===== src/rtl/tmds_tx_pkg.sv =====
// -----------------------------------------------------------------------------
// tmds_tx_pkg
//   Shared types and helpers for the TMDS transmit sequencer.
//   - seq_state_e : sequencer FSM states (IDLE, RUN, DRAIN)
//   - rgb_t       : packed {r,g,b} pixel, same layout as the 24-bit pixel bus
//   - CTRL_*      : fixed control symbols for the channels that carry no sync
//   - h_total() / v_total() : raster totals derived from the timing parameters
// -----------------------------------------------------------------------------
`timescale 1ns/1ps
package tmds_tx_pkg;

  typedef enum logic [1:0] {
    IDLE  = 2'd0,
    RUN   = 2'd1,
    DRAIN = 2'd2
  } seq_state_e;

  typedef struct packed {
    logic [7:0] r;
    logic [7:0] g;
    logic [7:0] b;
  } rgb_t;

  // Green and red encoders never carry sync; their control input is constant.
  localparam logic [1:0] CTRL_GREEN = 2'b00;
  localparam logic [1:0] CTRL_RED   = 2'b00;

  // Number of vertical bars in the built-in test pattern.
  localparam int NUM_BARS = 8;

  function automatic int h_total(input int active, input int fp, input int sync, input int bp);
    return active + fp + sync + bp;
  endfunction

  function automatic int v_total(input int active, input int fp, input int sync, input int bp);
    return active + fp + sync + bp;
  endfunction

endpackage


===== src/rtl/video_timing_counter.sv =====
// -----------------------------------------------------------------------------
// video_timing_counter
//   Horizontal/vertical raster counters plus the region flags derived from them.
//   Ordering per line/frame: active, front porch, sync, back porch.
//   Ports:
//     i_clk, i_rst     pixel clock, asynchronous active-high reset
//     i_run            advance counters; when low they are held at (0,0)
//     o_hcnt, o_vcnt   current raster position
//     o_active         position lies in the visible area
//     o_hsync          hcnt inside the horizontal sync window
//     o_vsync          vcnt inside the vertical sync window (whole lines)
//     o_last_cycle     last cycle of the frame (H_TOTAL-1, V_TOTAL-1)
// -----------------------------------------------------------------------------
`timescale 1ns/1ps
module video_timing_counter
  import tmds_tx_pkg::*;
#(
  parameter int H_ACTIVE = 640,
  parameter int H_FP     = 16,
  parameter int H_SYNC   = 96,
  parameter int H_BP     = 48,
  parameter int V_ACTIVE = 480,
  parameter int V_FP     = 10,
  parameter int V_SYNC   = 2,
  parameter int V_BP     = 33,
  parameter int HW       = $clog2(h_total(H_ACTIVE, H_FP, H_SYNC, H_BP)),
  parameter int VW       = $clog2(v_total(V_ACTIVE, V_FP, V_SYNC, V_BP))
) (
  input  logic          i_clk,
  input  logic          i_rst,
  input  logic          i_run,
  output logic [HW-1:0] o_hcnt,
  output logic [VW-1:0] o_vcnt,
  output logic          o_active,
  output logic          o_hsync,
  output logic          o_vsync,
  output logic          o_last_cycle
);

  localparam int H_TOTAL = h_total(H_ACTIVE, H_FP, H_SYNC, H_BP);
  localparam int V_TOTAL = v_total(V_ACTIVE, V_FP, V_SYNC, V_BP);

  // Region boundaries sized to the counters so every compare is width-matched.
  localparam logic [HW-1:0] H_ACT_END = HW'(H_ACTIVE);
  localparam logic [HW-1:0] H_SYNC_ST = HW'(H_ACTIVE + H_FP);
  localparam logic [HW-1:0] H_SYNC_EN = HW'(H_ACTIVE + H_FP + H_SYNC);
  localparam logic [HW-1:0] H_LAST    = HW'(H_TOTAL - 1);
  localparam logic [VW-1:0] V_ACT_END = VW'(V_ACTIVE);
  localparam logic [VW-1:0] V_SYNC_ST = VW'(V_ACTIVE + V_FP);
  localparam logic [VW-1:0] V_SYNC_EN = VW'(V_ACTIVE + V_FP + V_SYNC);
  localparam logic [VW-1:0] V_LAST    = VW'(V_TOTAL - 1);

  logic [HW-1:0] hcnt_reg;
  logic [VW-1:0] vcnt_reg;

  always_ff @(posedge i_clk or posedge i_rst) begin
    if (i_rst) begin
      hcnt_reg <= '0;
      vcnt_reg <= '0;
    end else if (!i_run) begin
      hcnt_reg <= '0;
      vcnt_reg <= '0;
    end else if (hcnt_reg == H_LAST) begin
      hcnt_reg <= '0;
      vcnt_reg <= (vcnt_reg == V_LAST) ? '0 : vcnt_reg + 1'b1;
    end else begin
      hcnt_reg <= hcnt_reg + 1'b1;
    end
  end

  assign o_hcnt       = hcnt_reg;
  assign o_vcnt       = vcnt_reg;
  assign o_active     = (hcnt_reg < H_ACT_END) && (vcnt_reg < V_ACT_END);
  assign o_hsync      = (hcnt_reg >= H_SYNC_ST) && (hcnt_reg < H_SYNC_EN);
  assign o_vsync      = (vcnt_reg >= V_SYNC_ST) && (vcnt_reg < V_SYNC_EN);
  assign o_last_cycle = (hcnt_reg == H_LAST) && (vcnt_reg == V_LAST);

endmodule


===== src/rtl/tmds_tx_sequencer.sv =====
// -----------------------------------------------------------------------------
// tmds_tx_sequencer
//   Drives the three TMDS channel encoders: raster timing, blanking, sync
//   control symbols on blue, and pixel data pulled from upstream via req/valid.
//   Optional feature macro: TMDS_TX_TEST_PATTERN_EN (adds i_pattern_sel and an
//   8-bar colour test pattern).
//   Ports:
//     i_clk, i_rst          pixel clock, asynchronous active-high reset
//     i_enable              run request (takes effect at frame boundaries)
//     o_pix_req             pixel consumed this cycle if i_pix_valid
//     i_pix_valid/i_pix_rgb upstream pixel {R,G,B}
//     i_clr_underflow       clears the sticky underflow flag
//     i_pattern_sel         (macro only) select test pattern for active pixels
//     o_data_r/g/b          encoder data inputs
//     o_ctrl_b              blue control = {VSYNC,HSYNC}; o_ctrl_g/r constant 0
//     o_blanking            encoder blanking select
//     o_x/o_y               raster position matching the encoder outputs
//     o_frame_start         pulse with pixel (0,0) on the encoder outputs
//     o_underflow           sticky upstream underflow flag
//     o_busy                sequencer not idle
// -----------------------------------------------------------------------------
`timescale 1ns/1ps
module tmds_tx_sequencer
  import tmds_tx_pkg::*;
#(
  parameter int          H_ACTIVE     = 640,
  parameter int          H_FP         = 16,
  parameter int          H_SYNC       = 96,
  parameter int          H_BP         = 48,
  parameter int          V_ACTIVE     = 480,
  parameter int          V_FP         = 10,
  parameter int          V_SYNC       = 2,
  parameter int          V_BP         = 33,
  parameter logic        SYNC_POL     = 1'b0,
  parameter logic [23:0] FALLBACK_RGB = 24'h000000
) (
  input  logic        i_clk,
  input  logic        i_rst,
  input  logic        i_enable,
  output logic        o_pix_req,
  input  logic        i_pix_valid,
  input  logic [23:0] i_pix_rgb,
  input  logic        i_clr_underflow,
`ifdef TMDS_TX_TEST_PATTERN_EN
  input  logic        i_pattern_sel,
`endif
  output logic [7:0]  o_data_r,
  output logic [7:0]  o_data_g,
  output logic [7:0]  o_data_b,
  output logic [1:0]  o_ctrl_b,
  output logic [1:0]  o_ctrl_g,
  output logic [1:0]  o_ctrl_r,
  output logic        o_blanking,
  output logic [9:0]  o_x,
  output logic [9:0]  o_y,
  output logic        o_frame_start,
  output logic        o_underflow,
  output logic        o_busy
);

  localparam int H_TOTAL = h_total(H_ACTIVE, H_FP, H_SYNC, H_BP);
  localparam int V_TOTAL = v_total(V_ACTIVE, V_FP, V_SYNC, V_BP);
  localparam int HW      = $clog2(H_TOTAL);
  localparam int VW      = $clog2(V_TOTAL);

  localparam logic [1:0] CTRL_IDLE_B = {~SYNC_POL, ~SYNC_POL};

  seq_state_e    state_reg;
  logic [HW-1:0] hcnt;
  logic [VW-1:0] vcnt;
  logic          in_active;
  logic          in_hsync;
  logic          in_vsync;
  logic          last_cycle;
  logic          running;

  assign running = (state_reg != IDLE);

  video_timing_counter #(
    .H_ACTIVE (H_ACTIVE),
    .H_FP     (H_FP),
    .H_SYNC   (H_SYNC),
    .H_BP     (H_BP),
    .V_ACTIVE (V_ACTIVE),
    .V_FP     (V_FP),
    .V_SYNC   (V_SYNC),
    .V_BP     (V_BP),
    .HW       (HW),
    .VW       (VW)
  ) u_timing (
    .i_clk        (i_clk),
    .i_rst        (i_rst),
    .i_run        (running),
    .o_hcnt       (hcnt),
    .o_vcnt       (vcnt),
    .o_active     (in_active),
    .o_hsync      (in_hsync),
    .o_vsync      (in_vsync),
    .o_last_cycle (last_cycle)
  );

  // ---------------------------------------------------------------------------
  // Pixel source: upstream stream, fallback colour, or optional test pattern.
  // ---------------------------------------------------------------------------
  logic use_pattern;
  rgb_t pattern_rgb;

`ifdef TMDS_TX_TEST_PATTERN_EN
  localparam int            BAR_WIDTH = H_ACTIVE / NUM_BARS;
  localparam logic [HW-1:0] BAR_DIV   = HW'(BAR_WIDTH);

  logic [HW-1:0] bar_idx;

  assign use_pattern = i_pattern_sel;
  // Only meaningful inside the active region, where the quotient is 0..7.
  assign bar_idx     = hcnt / BAR_DIV;

  // Channel gi (0=B, 1=G, 2=R) is fully lit when its bar-index bit is set.
  for (genvar gi = 0; gi < 3; gi++) begin : g_bar
    assign pattern_rgb[gi*8 +: 8] = {8{bar_idx[gi]}};
  end
`else
  assign use_pattern = 1'b0;
  assign pattern_rgb = '0;
`endif

  rgb_t active_rgb;
  logic underflow_now;

  always_comb begin
    active_rgb    = rgb_t'(i_pix_rgb);
    underflow_now = 1'b0;
    if (use_pattern) begin
      active_rgb = pattern_rgb;
    end else if (!i_pix_valid) begin
      // The raster never waits for upstream: substitute and flag.
      active_rgb    = rgb_t'(FALLBACK_RGB);
      underflow_now = running && in_active;
    end
  end

  // Request is combinational so the upstream sees it in the same cycle as the
  // counter position it belongs to; the data it returns is registered below.
  assign o_pix_req = running && in_active && !use_pattern;
  assign o_busy    = running;
  assign o_ctrl_g  = CTRL_GREEN;
  assign o_ctrl_r  = CTRL_RED;

  logic hsync_lvl;
  logic vsync_lvl;

  assign hsync_lvl = in_hsync ? SYNC_POL : ~SYNC_POL;
  assign vsync_lvl = in_vsync ? SYNC_POL : ~SYNC_POL;

  // ---------------------------------------------------------------------------
  // FSM and registered encoder-facing outputs (one cycle behind the counters).
  // ---------------------------------------------------------------------------
  always_ff @(posedge i_clk or posedge i_rst) begin
    if (i_rst) begin
      state_reg     <= IDLE;
      o_data_r      <= '0;
      o_data_g      <= '0;
      o_data_b      <= '0;
      o_ctrl_b      <= CTRL_IDLE_B;
      o_blanking    <= 1'b1;
      o_x           <= '0;
      o_y           <= '0;
      o_frame_start <= 1'b0;
      o_underflow   <= 1'b0;
    end else begin
      case (state_reg)
        IDLE: begin
          if (i_enable) state_reg <= RUN;
        end
        RUN: begin
          // Dropping enable on the final cycle needs no drain frame.
          if (!i_enable) state_reg <= last_cycle ? IDLE : DRAIN;
        end
        DRAIN: begin
          if (i_enable)        state_reg <= RUN;
          else if (last_cycle) state_reg <= IDLE;
        end
        default: state_reg <= IDLE;
      endcase

      if (!running) begin
        o_data_r      <= '0;
        o_data_g      <= '0;
        o_data_b      <= '0;
        o_ctrl_b      <= CTRL_IDLE_B;
        o_blanking    <= 1'b1;
        o_x           <= '0;
        o_y           <= '0;
        o_frame_start <= 1'b0;
      end else begin
        o_x           <= 10'(hcnt);
        o_y           <= 10'(vcnt);
        o_frame_start <= (hcnt == '0) && (vcnt == '0);
        o_ctrl_b      <= {vsync_lvl, hsync_lvl};
        if (in_active) begin
          o_data_r   <= active_rgb.r;
          o_data_g   <= active_rgb.g;
          o_data_b   <= active_rgb.b;
          o_blanking <= 1'b0;
        end else begin
          o_data_r   <= '0;
          o_data_g   <= '0;
          o_data_b   <= '0;
          o_blanking <= 1'b1;
        end
      end

      // A fresh underflow beats a simultaneous clear.
      if (underflow_now)        o_underflow <= 1'b1;
      else if (i_clr_underflow) o_underflow <= 1'b0;
    end
  end

endmodule


===== config.mk =====
export PLATFORM = sky130hd
export DESIGN_NAME = tmds_tx_sequencer
export DESIGN_NICKNAME = d
export VERILOG_FILES = /design/src/rtl/tmds_tx_pkg.sv /design/src/rtl/video_timing_counter.sv /design/src/rtl/tmds_tx_sequencer.sv
export SDC_FILE = /design/constraint.sdc
export NUM_CORES = 1
export LEC_CHECK = 0
export CORE_ASPECT_RATIO = 1.2
export CORE_UTILIZATION = 35
export DETAILED_ROUTE_END_ITERATION = 10
export SLEW_MARGIN = 25
export SYNTH_ARGS = -nofsm -noshare
export SYNTH_HDL_FRONTEND = slang
export SYNTH_SLANG_ARGS = --single-unit

===== constraint.sdc =====
create_clock -name i_clk -period 4.6 [get_ports i_clk]
set_clock_uncertainty 0.1 [all_clocks]
set_input_delay 0.46 -clock i_clk [delete_from_list [all_inputs] [get_ports i_clk]]
set_output_delay 0.46 -clock i_clk [all_outputs]
set_load 0.02 [all_outputs]

== Word-level counts from Yosys, hierarchy flattened ==
Cells that the tools add are included.
Storage, ports and cells
  input port bits: 29
  bits in registers: 71
  word-level logic and storage cells: 69
Cells by class
  $lt $le $gt $ge: 6
  reductions and logical operators: 12
  multiplexer cells: 29
  add/sub/neg operators: 2
  equal/unequal tests: 8
Operators by type and width (number)
  10-bit two-way mux: 7
  8-bit two-way mux: 6
  24-bit two-way mux: 1
  10-bit by 1-bit adder with 10-bit output, second input constant: 2
  10-bit equality test, second input constant: 2
  10-bit zero test: 2
  10-bit < comparator, second input constant: 2
  10-bit by 9-bit < comparator with 1-bit output, second input constant: 2
  2-bit two-way mux: 6
  10-bit >= comparator, second input constant: 1
  10-bit by 9-bit >= comparator with 1-bit output, second input constant: 1
  1-bit two-way mux: 8
  1-bit logical AND: 6
  2-bit one-hot mux with 3 select lines: 1
  2-bit != test, second input constant: 2
  2-bit nonzero test: 2
  3-bit != test, second input constant: 1
  3-bit AND reduction: 1
  2-bit by 1-bit equality test with 1-bit output, second input constant: 1
  2-bit equality test, second input constant: 1
  2-bit zero test: 1
  2-bit by 1-bit != test with 1-bit output, second input constant: 1

== Logic depth before layout (Yosys ltp) ==
Gate-level depths: netlist of the first run.
  depth in word-level cells: 5
  mapped depth: 7

== Cells and area by module ==
From an unflattened synthesis of the first run, not the netlist that was laid out.
Unflattened totals
  cells, all modules: 251
  area, all modules: 2935.3 sq um
Modules (own cells, without submodules)
  tmds_tx_sequencer: cells an instance 125, area an instance 1793.0 sq um, times used 1
  video_timing_counter: cells an instance 126, area an instance 1142.3 sq um, times used 1

== Worst setup path before layout of the first run ==
No wires, ideal clock.
  path kind: register to output
  from: register u_timing.vcnt_reg[5], in the netlist u_timing.o_vcnt[5]
  to: output o_pix_req
  required time: 4040 ps
  slack: 2604 ps
  buffers on the path: 1
  data arrival time: 1436 ps
  cell stages (with the launch flop): 6
  cell sequence: dfrtp_1 -> and3_1 -> and2_1 -> or3_4 -> inv_2 -> buf_2
Between the ends
  word-level cells in the longest chain between the ends: 3
RTL lines
  start: declaration: RTL line video_timing_counter.sv:54  | logic [VW-1:0] vcnt_reg;
  start signal: assignment: RTL line video_timing_counter.sv:65  | vcnt_reg <= (vcnt_reg == V_LAST) ? '0 : vcnt_reg + 1'b1;
  10-bit by 9-bit < comparator with 1-bit output: RTL line video_timing_counter.sv:73  | assign o_active = (hcnt_reg < H_ACT_END) && (vcnt_reg < V_ACT_END);
  1-bit logical AND: RTL line video_timing_counter.sv:73
  1-bit logical AND: RTL line tmds_tx_sequencer.sv:144  | assign o_pix_req = running && in_active && !use_pattern;
  end: declaration: RTL line tmds_tx_sequencer.sv:40  | output logic o_pix_req,
Every way passes these cells.

== Worst setup path in the final report of the first run ==
  from: register state_reg[1]
  to: output o_pix_req
Between the ends
  word-level cells in the longest chain between the ends: 2
RTL lines
  start: declaration: RTL line tmds_tx_sequencer.sv:68  | seq_state_e state_reg;
  start signal: assignment: RTL line tmds_tx_sequencer.sv:177  | if (!i_enable) state_reg <= last_cycle ? IDLE : DRAIN;
  2-bit nonzero test: RTL line tmds_tx_sequencer.sv:77  | assign running = (state_reg != IDLE);
  1-bit logical AND: RTL line tmds_tx_sequencer.sv:144
Every way passes these cells.

==> results of run 1 <==
==> metrics by stage <==
step / area, sq um / utilization [%] / power (W)
floorplan: 2800 / - / 0.000778
global placement: 3660 / 47.5 / 0.000866
detailed placement: 3660 / 47.5 / 0.000869
CTS: 3870 / 50.2 / 0.00141
global route: 3870 / 50.2 / 0.00146
finish: 3870 / 50.2 / 0.00139
==> worst max-delay path: stages, from the launching register on <==
cell and delay (ns):
sky130_fd_sc_hd__dfrtp_1 0.37, sky130_fd_sc_hd__nor2_1 0.05, sky130_fd_sc_hd__buf_4 0.18, sky130_fd_sc_hd__inv_2 0.23
sky130_fd_sc_hd__nand2b_1 0.12, sky130_fd_sc_hd__or3_4 0.39, sky130_fd_sc_hd__inv_2 0.27, sky130_fd_sc_hd__clkdlybuf4s50_1 0.67
==> cells by family (layout without fill, tap and decap cells) <==
family,Yosys count,in the layout,share of synthesized area [%]
adders and majority gates,4,4,1.79
buffers and inverters,24,108,3.90
other,1,4,0.134
and+or+nand+nor,109,109,22.0
xor gates and xnor gates,7,7,2.20
muxes,1,1,0.359
AOI/OAI and AO/OA,26,26,5.74
DFF,71,71,63.8
==> per-layer routing <==
layer  vias up  track usage [%]  wire length (um)
met5         -                0                 0
met4         0             7.04                89
met3         8             5.26               438
met2        79             23.3              2630
met1       974             20.4              2900
li1        980                -                 -
==> power by group <==
| group | internal, W | switching, W | leakage [nW] | total [W] |
|---|---|---|---|---|
| Clock | 0.000301 | 0.000234 | 0.105 | 0.000535 |
| Sequential | 0.000654 | 0.0000178 | 0.956 | 0.000672 |
| Combinational | 0.0000841 | 0.0000987 | 0.725 | 0.000183 |
==> cells in the final DEF (no fill, tap or decap), types with 2 or more instances in the layout <==
master,instances
sky130_fd_sc_hd__o21ai_0,7
sky130_fd_sc_hd__dfstp_2,3
sky130_fd_sc_hd__nor2_1,21
sky130_fd_sc_hd__clkbuf_8,9
sky130_fd_sc_hd__and3_1,27
sky130_fd_sc_hd__xnor2_1,5
sky130_fd_sc_hd__conb_1,4
sky130_fd_sc_hd__ha_1,4
sky130_fd_sc_hd__clkdlybuf4s50_1,79
sky130_fd_sc_hd__xor2_1,2
sky130_fd_sc_hd__or3_1,6
sky130_fd_sc_hd__and2_1,14
sky130_fd_sc_hd__inv_2,2
sky130_fd_sc_hd__clkinv_2,3
sky130_fd_sc_hd__nand3_1,11
sky130_fd_sc_hd__nor2b_1,2
sky130_fd_sc_hd__inv_1,9
sky130_fd_sc_hd__dfrtp_1,68
sky130_fd_sc_hd__a21oi_1,9
sky130_fd_sc_hd__or3_2,2
sky130_fd_sc_hd__bufinv_16,2
sky130_fd_sc_hd__nand2_1,5
sky130_fd_sc_hd__nand4_1,4
sky130_fd_sc_hd__buf_4,2
sky130_fd_sc_hd__nor3_1,6
sky130_fd_sc_hd__o31ai_1,2
==> cell type report <==
class                   count  area, sq um  area share [%]
clock buffers               9          124            3.20
well taps                  92          115            2.98
inverters                  12         46.3            1.20
clock inverters             6         86.3            2.23
multi-input cells         151          911            23.5
repair buffers             81          806            20.8
flip-flops and latches     71         1780            46.0
==> final timing paths <==
| path | from | end | slack, ns | cells past startpoint |
|---|---|---|---|---|
| setup / recovery | state_reg[1]$_DFFE_PP0P_ | o_pix_req | 1.41 | 7 |
| hold / removal | state_reg[1]$_DFFE_PP0P_ | state_reg[1]$_DFFE_PP0P_ | 0.39 | 1 |
| setup reg to reg | u_timing.o_hcnt[0]$_DFF_PP0_ | u_timing.o_vcnt[9]$_DFFE_PP0P_ | 2.43 | 5 |
| hold reg to reg | state_reg[1]$_DFFE_PP0P_ | state_reg[1]$_DFFE_PP0P_ | 0.39 | 1 |
| max in group asynchronous | i_rst | state_reg[0]$_DFFE_PP0P_ | 3.15 | 3 |
| min in group asynchronous | i_rst | o_x[8]$_DFF_PP0_ | 0.45 | 2 |
==> results by group, run 1 <==
Setup path
  – Data arrival at the endpoint of the critical path: 2.63 ns
  – CP startpoint kind: flop
  – CP max FO: 25
  – Type of the setup path with the least slack: reg2out
  – Critical Path Sink Type: output pin
  – Worst path required time: 4.04 ns

Routing
  – Remaining antenna violation count: 0
  – DRT Pass-1 Iters: 4
  – Mean number of vias per cell: 4.84
  – Total wirelength of the detailed-routed design: 6060 um
  – Via count: 2041
  – WL per Instance: 14.4 um
  – Remaining DRCs: 0
  – Initial detailed-routing violation count: 66

GRT
  – Wire length of the first global-routing pass: 10000 um
  – Initial antenna violation count: 0
  – Largest net degree at the start of global routing: 49
  – All-layer global routing usage: 15.5%
  – Overflow left after global routing: 0
  – Via count of the first global-routing pass: 2048

Die
  – DIE AREA: 8330 sq um
  – Core region area: 7710 sq um
  – Horizontal extent of the die: 83.5 um
  – Vert. Die Dim: 99.8 um
  – IO Pins: 84
  – Site row count: 35
  – Effective utilization at floorplan: 36.2%

Status
  – Outcome: complete, no violations

Power
  – Power per cell area: 359 nW/um^2
  – Total leakage power: 1.79 nW
  – IR Drop Worst-Case VDD: 0.192 mV

Synthesis
  – Synth Register Bits: 71
  – Netlist cell types: 45
  – Cell count after synthesis: 243
  – Number of enable flip-flop cells after synthesis: 0
  – Area share of the leading cell type in the synthesized netlist: 61.0%
  – Top cell type by total area after synthesis: sky130_fd_sc_hd__dfrtp_1
  – Largest cells by area after synthesis: sky130_fd_sc_hd__dfrtp_1, sky130_fd_sc_hd__and3_1, sky130_fd_sc_hd__and2_1, sky130_fd_sc_hd__dfstp_2, sky130_fd_sc_hd__nor2_1
  – Cell with the most instances after synthesis: sky130_fd_sc_hd__dfrtp_1
  – Predominant post-synthesis flop cell: sky130_fd_sc_hd__dfrtp_1
  – Mean instance size in the synthesized netlist: 11.5 sq um
  – Portion of the post-synthesis area used by sequential elements: 63.8%
  – Most frequent cells after synthesis: sky130_fd_sc_hd__dfrtp_1, sky130_fd_sc_hd__and3_1, sky130_fd_sc_hd__nor2_1
  – Synthesized cell area: 2790 sq um
  – Yosys warns: 0
  – Ys async rst share: 100%

Placement
  – Placed cells: 407
  – GPL Wtd Cong: 0.759
  – Final HPWL DP: 4150 um
  – Port Buf Inserts: 79
  – Pre-CTS WS: 1.75 ns

Timing
  – Final setup TNS: 0 ns
  – F_max: 0.313 GHz
  – Post-route worst setup slack: 1.41 ns
  – Worst hold slack: 0.387 ns
  – Measured slew at the worst slew-check pin: 0.951 ns
  – Fin. max-slew vios: 0
  – Final period utilization: 69.3%
  – Worst rel slew slack: 36.1%
  – Final critical path time including I/O delays and setup: 3.19 ns
  – Final Hold Viols: 0
  – RSZ-0062 raised after global routing: false
  – Setup violators final: 0

Clocking
  – Clock insertion delay at the later pin of the skew report: 0.34 ns
  – Clk sinks: 71
  – TritonCTS clock tree: yes
  – TritonCTS Buffers: 9
  – Clock transition time at the flip-flop clock pins of the worst setup and hold paths: 0.07 ns
  – CTS resizes: 0
  – Hold buffers post-CTS: 0
  – Root buffer selected by CTS: sky130_fd_sc_hd__clkbuf_8
  – Maximum root-to-sink buffer count: 2
  – Maximum level of the CTS H-tree: 3
  – Post-CTS Setup Repair Bufs: 0

Finish
  – # nets final: 359
  – Number of fill cells: 685
  – Share of cells above drive strength 1: 9.39%
  – Number of antenna cells inserted: 0
  – P&R area growth vs syn: 38.7%
  – Layout Cells excl Fill: 422

Worst hold path
  – Min-Delay Path Class: reg2reg

Flow run
  – Count of max-cap constraint violations: 0
(Power assumes the default switching activity.)
==> run 2, diff against run 1 <==
==> constraint.sdc (replaced) <==
create_clock -name i_clk -period 2.7 [get_ports i_clk]
set_clock_uncertainty 0.1 [all_clocks]
set_input_delay 0.27 -clock i_clk [delete_from_list [all_inputs] [get_ports i_clk]]
set_output_delay 0.27 -clock i_clk [all_outputs]
set_load 0.02 [all_outputs]
==> results by group, run 2 (synthesis gave the netlist of run 1 again) <==
Timing
  – Post-route worst setup slack: 0.471 ns
  – Final critical path time including I/O delays and setup: 2.23 ns
  – F_max: 0.449 GHz
  – Worst hold slack: 0.189 ns
  – Final setup TNS: 0 ns
  – Measured slew at the worst slew-check pin: 0.641 ns
  – RSZ-0062 raised after global routing: false
  – Worst rel slew slack: 57.1%
  – Final Hold Viols: 0
  – Fin. max-slew vios: 0
  – Setup violators final: 0
  – Final period utilization: 82.6%

Power
  – Combinational power share: 13.4%
  – IR Drop Worst-Case VDD: 0.295 mV
  – Sequential cell fraction of total power: 48.2%
  – Power per cell area: 609 nW/um^2
  – Internal power contribution: 0.00180 W
  – Clock network fraction of design power: 38.5%
  – Switching fraction of total power: 24.2%
  – Total leakage power: 1.82 nW
  – Switching component of the power: 0.000575 W

Routing
  – Mean number of vias per cell: 4.83
  – DRT Pass-1 Iters: 4
  – Total wirelength of the detailed-routed design: 5950 um
  – Remaining antenna violation count: 0
  – Initial detailed-routing violation count: 77
  – Via count: 2052
  – WL per Instance: 14.0 um
  – Remaining DRCs: 0

Setup path
  – Critical Path Sink Type: output pin
  – CP max FO: 7
  – Depth of the worst register-to-register path: 5
  – CP startpoint kind: flop
  – List of cells traversed by the critical path: and3_1 -> and2_1 -> or3_4 -> inv_2 -> dlymetal6s2s_1
  – Data arrival at the endpoint of the critical path: 1.86 ns
  – Largest incremental delay on the critical path: 0.43 ns
  – Type of the setup path with the least slack: reg2out
  – Worst path required time: 2.33 ns
  – Slowest stage cell on the critical path: sky130_fd_sc_hd__dfrtp_1

Finish
  – # nets final: 362
  – P&R area growth vs syn: 40.1%
  – Finished Core Util: 50.7%
  – Most frequent standard cell in the layout excluding fill and tap cells: sky130_fd_sc_hd__clkdlybuf4s50_1
  – Multi-input gate area in the final layout: 911 sq um
  – Share of cells above drive strength 1: 9.91%
  – Most frequent cells in the layout: sky130_fd_sc_hd__clkdlybuf4s50_1, sky130_fd_sc_hd__dfrtp_1, sky130_fd_sc_hd__and3_1, sky130_fd_sc_hd__nor2_1, sky130_fd_sc_hd__and2_1
  – Number of fill cells: 696
  – Number of antenna cells inserted: 0
  – Combined flip-flop and latch cell area: 1780 sq um

Status
  – Outcome: complete, no violations

Clocking
  – Post-CTS Setup Repair Bufs: 0
  – Clk sinks: 71
  – Maximum root-to-sink buffer count: 2
  – TritonCTS clock tree: yes
  – Hold buffers post-CTS: 0
  – Clock transition time at the flip-flop clock pins of the worst setup and hold paths: 0.07 ns
  – Maximum level of the CTS H-tree: 3
  – Clock insertion delay at the later pin of the skew report: 0.34 ns
  – Root buffer selected by CTS: sky130_fd_sc_hd__clkbuf_8
  – TritonCTS Buffers: 9

Placement
  – GPL Wtd Cong: 0.762
  – Port Buf Inserts: 79
  – Pre-CTS WS: 0.434 ns
  – Final HPWL DP: 4100 um

GRT
  – Overflow left after global routing: 0
  – Initial antenna violation count: 0
  – Largest net degree at the start of global routing: 48
  – Fraction of met3 tracks used by global routing: 4.69%
  – All-layer global routing usage: 15.5%
  – Via count of the first global-routing pass: 2022
  – Routing usage on met1: 19.8%
  – GR peak layer: met2
  – Global-route track usage on met2: 23.8%
  – Wire length of the first global-routing pass: 10000 um

Worst hold path
  – Min-Delay Path Class: in2async

Die
  – Core region area: 7710 sq um
  – Site row count: 35
  – Effective utilization at floorplan: 36.2%
  – Horizontal extent of the die: 83.5 um
  – IO Pins: 84
  – Vert. Die Dim: 99.8 um
  – DIE AREA: 8330 sq um

Flow run
  – Count of max-cap constraint violations: 0
run 2: cell count changes in the layout (fill, tap and decap cells not counted):
cell	before	now
sky130_fd_sc_hd__clkinv_2	3	2
sky130_fd_sc_hd__clkbuf_1	0	1
sky130_fd_sc_hd__dlymetal6s2s_1	0	1
sky130_fd_sc_hd__buf_4	2	4
sky130_fd_sc_hd__buf_12	0	1
sky130_fd_sc_hd__clkbuf_8	9	10
sky130_fd_sc_hd__clkinvlp_4	1	0
sky130_fd_sc_hd__clkinv_4	1	0
sky130_fd_sc_hd__inv_2	2	3
sky130_fd_sc_hd__clkdlybuf4s50_1	79	78
run 2: per-layer routing:
metal / wire length (um) / vias to the layer above / share of wire, %
met2: 2640 / 81 / 44
met1: 2760 / 976 / 46
met4: 105 / 0 / 1.8
li1: - / 985 / -
met5: 0 / - / 0
met3: 442 / 10 / 7.4
run 2: worst paths after layout:
check                                               startpoint                             end  slack, ns
worst min-delay path                                     i_rst           o_data_g[1]$_DFF_PP0_       0.19
worst min register to register        state_reg[1]$_DFFE_PP0P_        state_reg[1]$_DFFE_PP0P_       0.37
worst max register to register    u_timing.o_hcnt[0]$_DFF_PP0_  u_timing.o_vcnt[7]$_DFFE_PP0P_       0.61
worst max-delay path            u_timing.o_vcnt[5]$_DFFE_PP0P_                       o_pix_req       0.47
max in group asynchronous                                i_rst           o_ctrl_b[1]$_DFF_PP1_       1.63
min in group i_clk                    state_reg[1]$_DFFE_PP0P_        state_reg[1]$_DFFE_PP0P_       0.37
run 2: layout make-up:
class | count | share of cell area [%]
clock inverter | 4 | 1.79
multi-input combinational | 151 | 23.3
sequential | 71 | 45.6
clock buffer | 11 | 3.62
tap | 92 | 2.95
inverter | 12 | 1.15
timing repair buffer | 84 | 21.6
run 2: power by group through the flow:
stage / Sequential [W] / Combinational [W] / Clock (W)
2_1_floorplan: 0.00121 / 0.000118 / 0
5_1_grt: 0.00115 / 0.000348 / 0.000989
6_report: 0.00114 / 0.000318 / 0.000914
3_3_place_gp: 0.00116 / 0.000324 / 0
3_5_place_dp: 0.00117 / 0.000322 / 0
4_1_cts: 0.00114 / 0.000325 / 0.000943
run 2: repair_timing:
action / CTS / global route
setup endpoints to repair: 0 / 1
resized for setup: 0 / 1
endpoints found under the hold margin: 0 / 0
run 2: per-stage QoR:
stage	cell area (sq um)	std cells	power, W
final	3910	425	0.00238
after global routing	3910	425	0.00249
after CTS	3900	425	0.00241
after detailed placement	3690	410	0.00149
after global placement	3690	410	0.00149
after floorplan	2800	246	0.00133
run 2: critical path: cells and delay by family, from the launching register on:
kind                   cells  cell delay, ns
and+or+nand+nor            3            0.80
buffers and inverters      2            0.29
DFF                        1            0.43
==> run 3, diff against run 2 <==
==> constraint.sdc (replaced) <==
create_clock -name i_clk -period 1.8 [get_ports i_clk]
set_clock_uncertainty 0.1 [all_clocks]
set_input_delay 0.18 -clock i_clk [delete_from_list [all_inputs] [get_ports i_clk]]
set_output_delay 0.18 -clock i_clk [all_outputs]
set_load 0.02 [all_outputs]
==> results by group, run 3 (synthesis gave the netlist of run 1 again) <==
Setup path
  – CP max FO: 6
  – Slowest stage cell on the critical path: sky130_fd_sc_hd__or4_4
  – Data arrival at the endpoint of the critical path: 2.06 ns
  – Critical Path Sink Type: flop
  – Largest incremental delay on the critical path: 0.54 ns
  – CP startpoint kind: flop
  – List of cells traversed by the critical path: nand4b_1 -> o31a_1 -> or4_4 -> a21oi_2
  – Type of the setup path with the least slack: reg2reg
  – Worst path required time: 1.98 ns

Finish
  – Share of cells above drive strength 1: 28.3%
  – Finished Core Util: 57.1%
  – Number of antenna cells inserted: 0
  – Number of fill cells: 660
  – # nets final: 410
  – Most frequent standard cell in the layout excluding fill and tap cells: sky130_fd_sc_hd__clkdlybuf4s50_1
  – P&R area growth vs syn: 57.8%
  – Most frequent cells in the layout: sky130_fd_sc_hd__clkdlybuf4s50_1, sky130_fd_sc_hd__dfrtp_1, sky130_fd_sc_hd__buf_4, sky130_fd_sc_hd__and3_1, sky130_fd_sc_hd__nor2_1

Power
  – Power per cell area: 819 nW/um^2
  – IR Drop Worst-Case VDD: 0.559 mV
  – Total leakage power: 2.08 nW

Placement
  – Final HPWL DP: 4540 um
  – Pre-CTS WS: -0.255 ns
  – GPL Wtd Cong: 0.802
  – Port Buf Inserts: 79

Routing
  – Mean number of vias per cell: 4.79
  – Remaining DRCs: 0
  – Initial detailed-routing violation count: 47
  – Total wirelength of the detailed-routed design: 6790 um
  – Remaining antenna violation count: 0
  – Via count: 2272
  – WL per Instance: 14.3 um
  – DRT Pass-1 Iters: 4

Clocking
  – Clock transition time at the flip-flop clock pins of the worst setup and hold paths: 0.08 ns
  – Clock insertion delay at the later pin of the skew report: 0.35 ns
  – Root buffer selected by CTS: sky130_fd_sc_hd__clkbuf_8
  – Clk sinks: 71
  – TritonCTS clock tree: yes
  – TritonCTS Buffers: 9
  – Maximum level of the CTS H-tree: 3
  – Hold buffers post-CTS: 0
  – Maximum root-to-sink buffer count: 2

Status
  – Outcome: complete, but fails checks
  – Violations in the final reports: negative setup slack

Die
  – Effective utilization at floorplan: 36.2%
  – Horizontal extent of the die: 83.5 um
  – Site row count: 35
  – Core region area: 7710 sq um
  – IO Pins: 84
  – Vert. Die Dim: 99.8 um
  – DIE AREA: 8330 sq um

Timing
  – Final period utilization: 104%
  – Final Hold Viols: 0
  – RSZ-0062 raised after global routing: true
  – Post-route worst setup slack: -0.0771 ns
  – Final critical path time including I/O delays and setup: 1.88 ns
  – Fin. max-slew vios: 0
  – F_max: 0.533 GHz
  – Setup violators final: 6

Flow run
  – Count of max-cap constraint violations: 0

Worst hold path
  – Min-Delay Path Class: in2async

GRT
  – Initial antenna violation count: 0
  – All-layer global routing usage: 17.1%
  – Overflow left after global routing: 0
  – Largest net degree at the start of global routing: 26
  – Wire length of the first global-routing pass: 11100 um
  – Via count of the first global-routing pass: 2299
[run 3: cell count changes in the layout (fill, tap and decap cells not counted), moves of 3 or more]
cell	delta
sky130_fd_sc_hd__or3_1	-4
sky130_fd_sc_hd__or3_4	+4
sky130_fd_sc_hd__buf_6	+4
sky130_fd_sc_hd__a21oi_2	+5
sky130_fd_sc_hd__a21oi_1	-5
sky130_fd_sc_hd__buf_4	+44
sky130_fd_sc_hd__clkinvlp_4	+3
[run 3: final timing paths]
path / from / depth (start not counted) / to / slack [ns]
min in group i_clk: i_pix_rgb[11] / 2 / o_data_g[3]$_DFF_PP0_ / 0.31
setup / recovery: u_timing.o_hcnt[7]$_DFF_PP0_ / 4 / u_timing.o_vcnt[7]$_DFFE_PP0P_ / -0.08
hold reg to reg: o_underflow$_DFFE_PP0P_ / 2 / o_underflow$_DFFE_PP0P_ / 0.43
hold / removal: i_rst / 2 / o_x[8]$_DFF_PP0_ / 0.07
max in group asynchronous: i_rst / 3 / o_data_b[1]$_DFF_PP0_ / 1.09
setup reg to reg: u_timing.o_hcnt[7]$_DFF_PP0_ / 4 / u_timing.o_vcnt[7]$_DFFE_PP0P_ / -0.08
[run 3: where the power goes]
group	switching, W	leakage (nW)	internal (W)
Clock	0.000604	0.0981	0.000670
Sequential	0.0000382	0.956	0.00167
Combinational	0.000306	1.03	0.000315
[run 3: critical path, delay by kind of cell (launching register included)]
family,cells,cell delay [ns]
and+or+nand+nor,2,0.76
DFF,1,0.39
AOI/OAI and AO/OA,2,0.57
[run 3: final cells by class]
type | instances | area, sq um | area share [%]
clock inverters | 6 | 60.1 | 1.36
clock buffers | 10 | 138 | 3.13
multi-input cells | 151 | 1040 | 23.6
flip-flops and latches | 71 | 1780 | 40.5
repair buffers | 132 | 1220 | 27.8
well taps | 92 | 115 | 2.62
inverters | 12 | 48.8 | 1.11
[run 3: metrics by stage]
step | TNS [ns] | power, W | instances | hold WS (ns) | area (sq um)
after global routing | -0.803 | 0.00376 | 474 | 0.111 | 4400
after CTS | -0.263 | 0.00360 | 470 | 0.0717 | 4270
after global placement | -0.371 | 0.00229 | 445 | 0.414 | 3970
after detailed placement | -0.568 | 0.00230 | 445 | 0.426 | 3970
final | -0.234 | 0.00360 | 474 | 0.0725 | 4400
after floorplan | 0 | 0.00199 | 246 | 0.152 | 2810
[run 3: per-layer routing]
metal  track usage [%]  routed length, um  up-vias
met1              21.4               2980     1084
met5                 0                  0        -
li1                  -                  -     1088
met3              3.62                417       11
met2              27.9               3270       89
met4              9.26                134        0
[run 3: timing repair]
| item | 4_1_cts | 5_1_grt |
|---|---|---|
| pin swaps | 11 | 9 |
| buffers inserted | 9 | 5 |
| cloned | 0 | 0 |
| gates resized for setup | 18 | 23 |
| endpoints found under the setup margin | 9 | 13 |
| endpoints found under the hold margin | 0 | 0 |
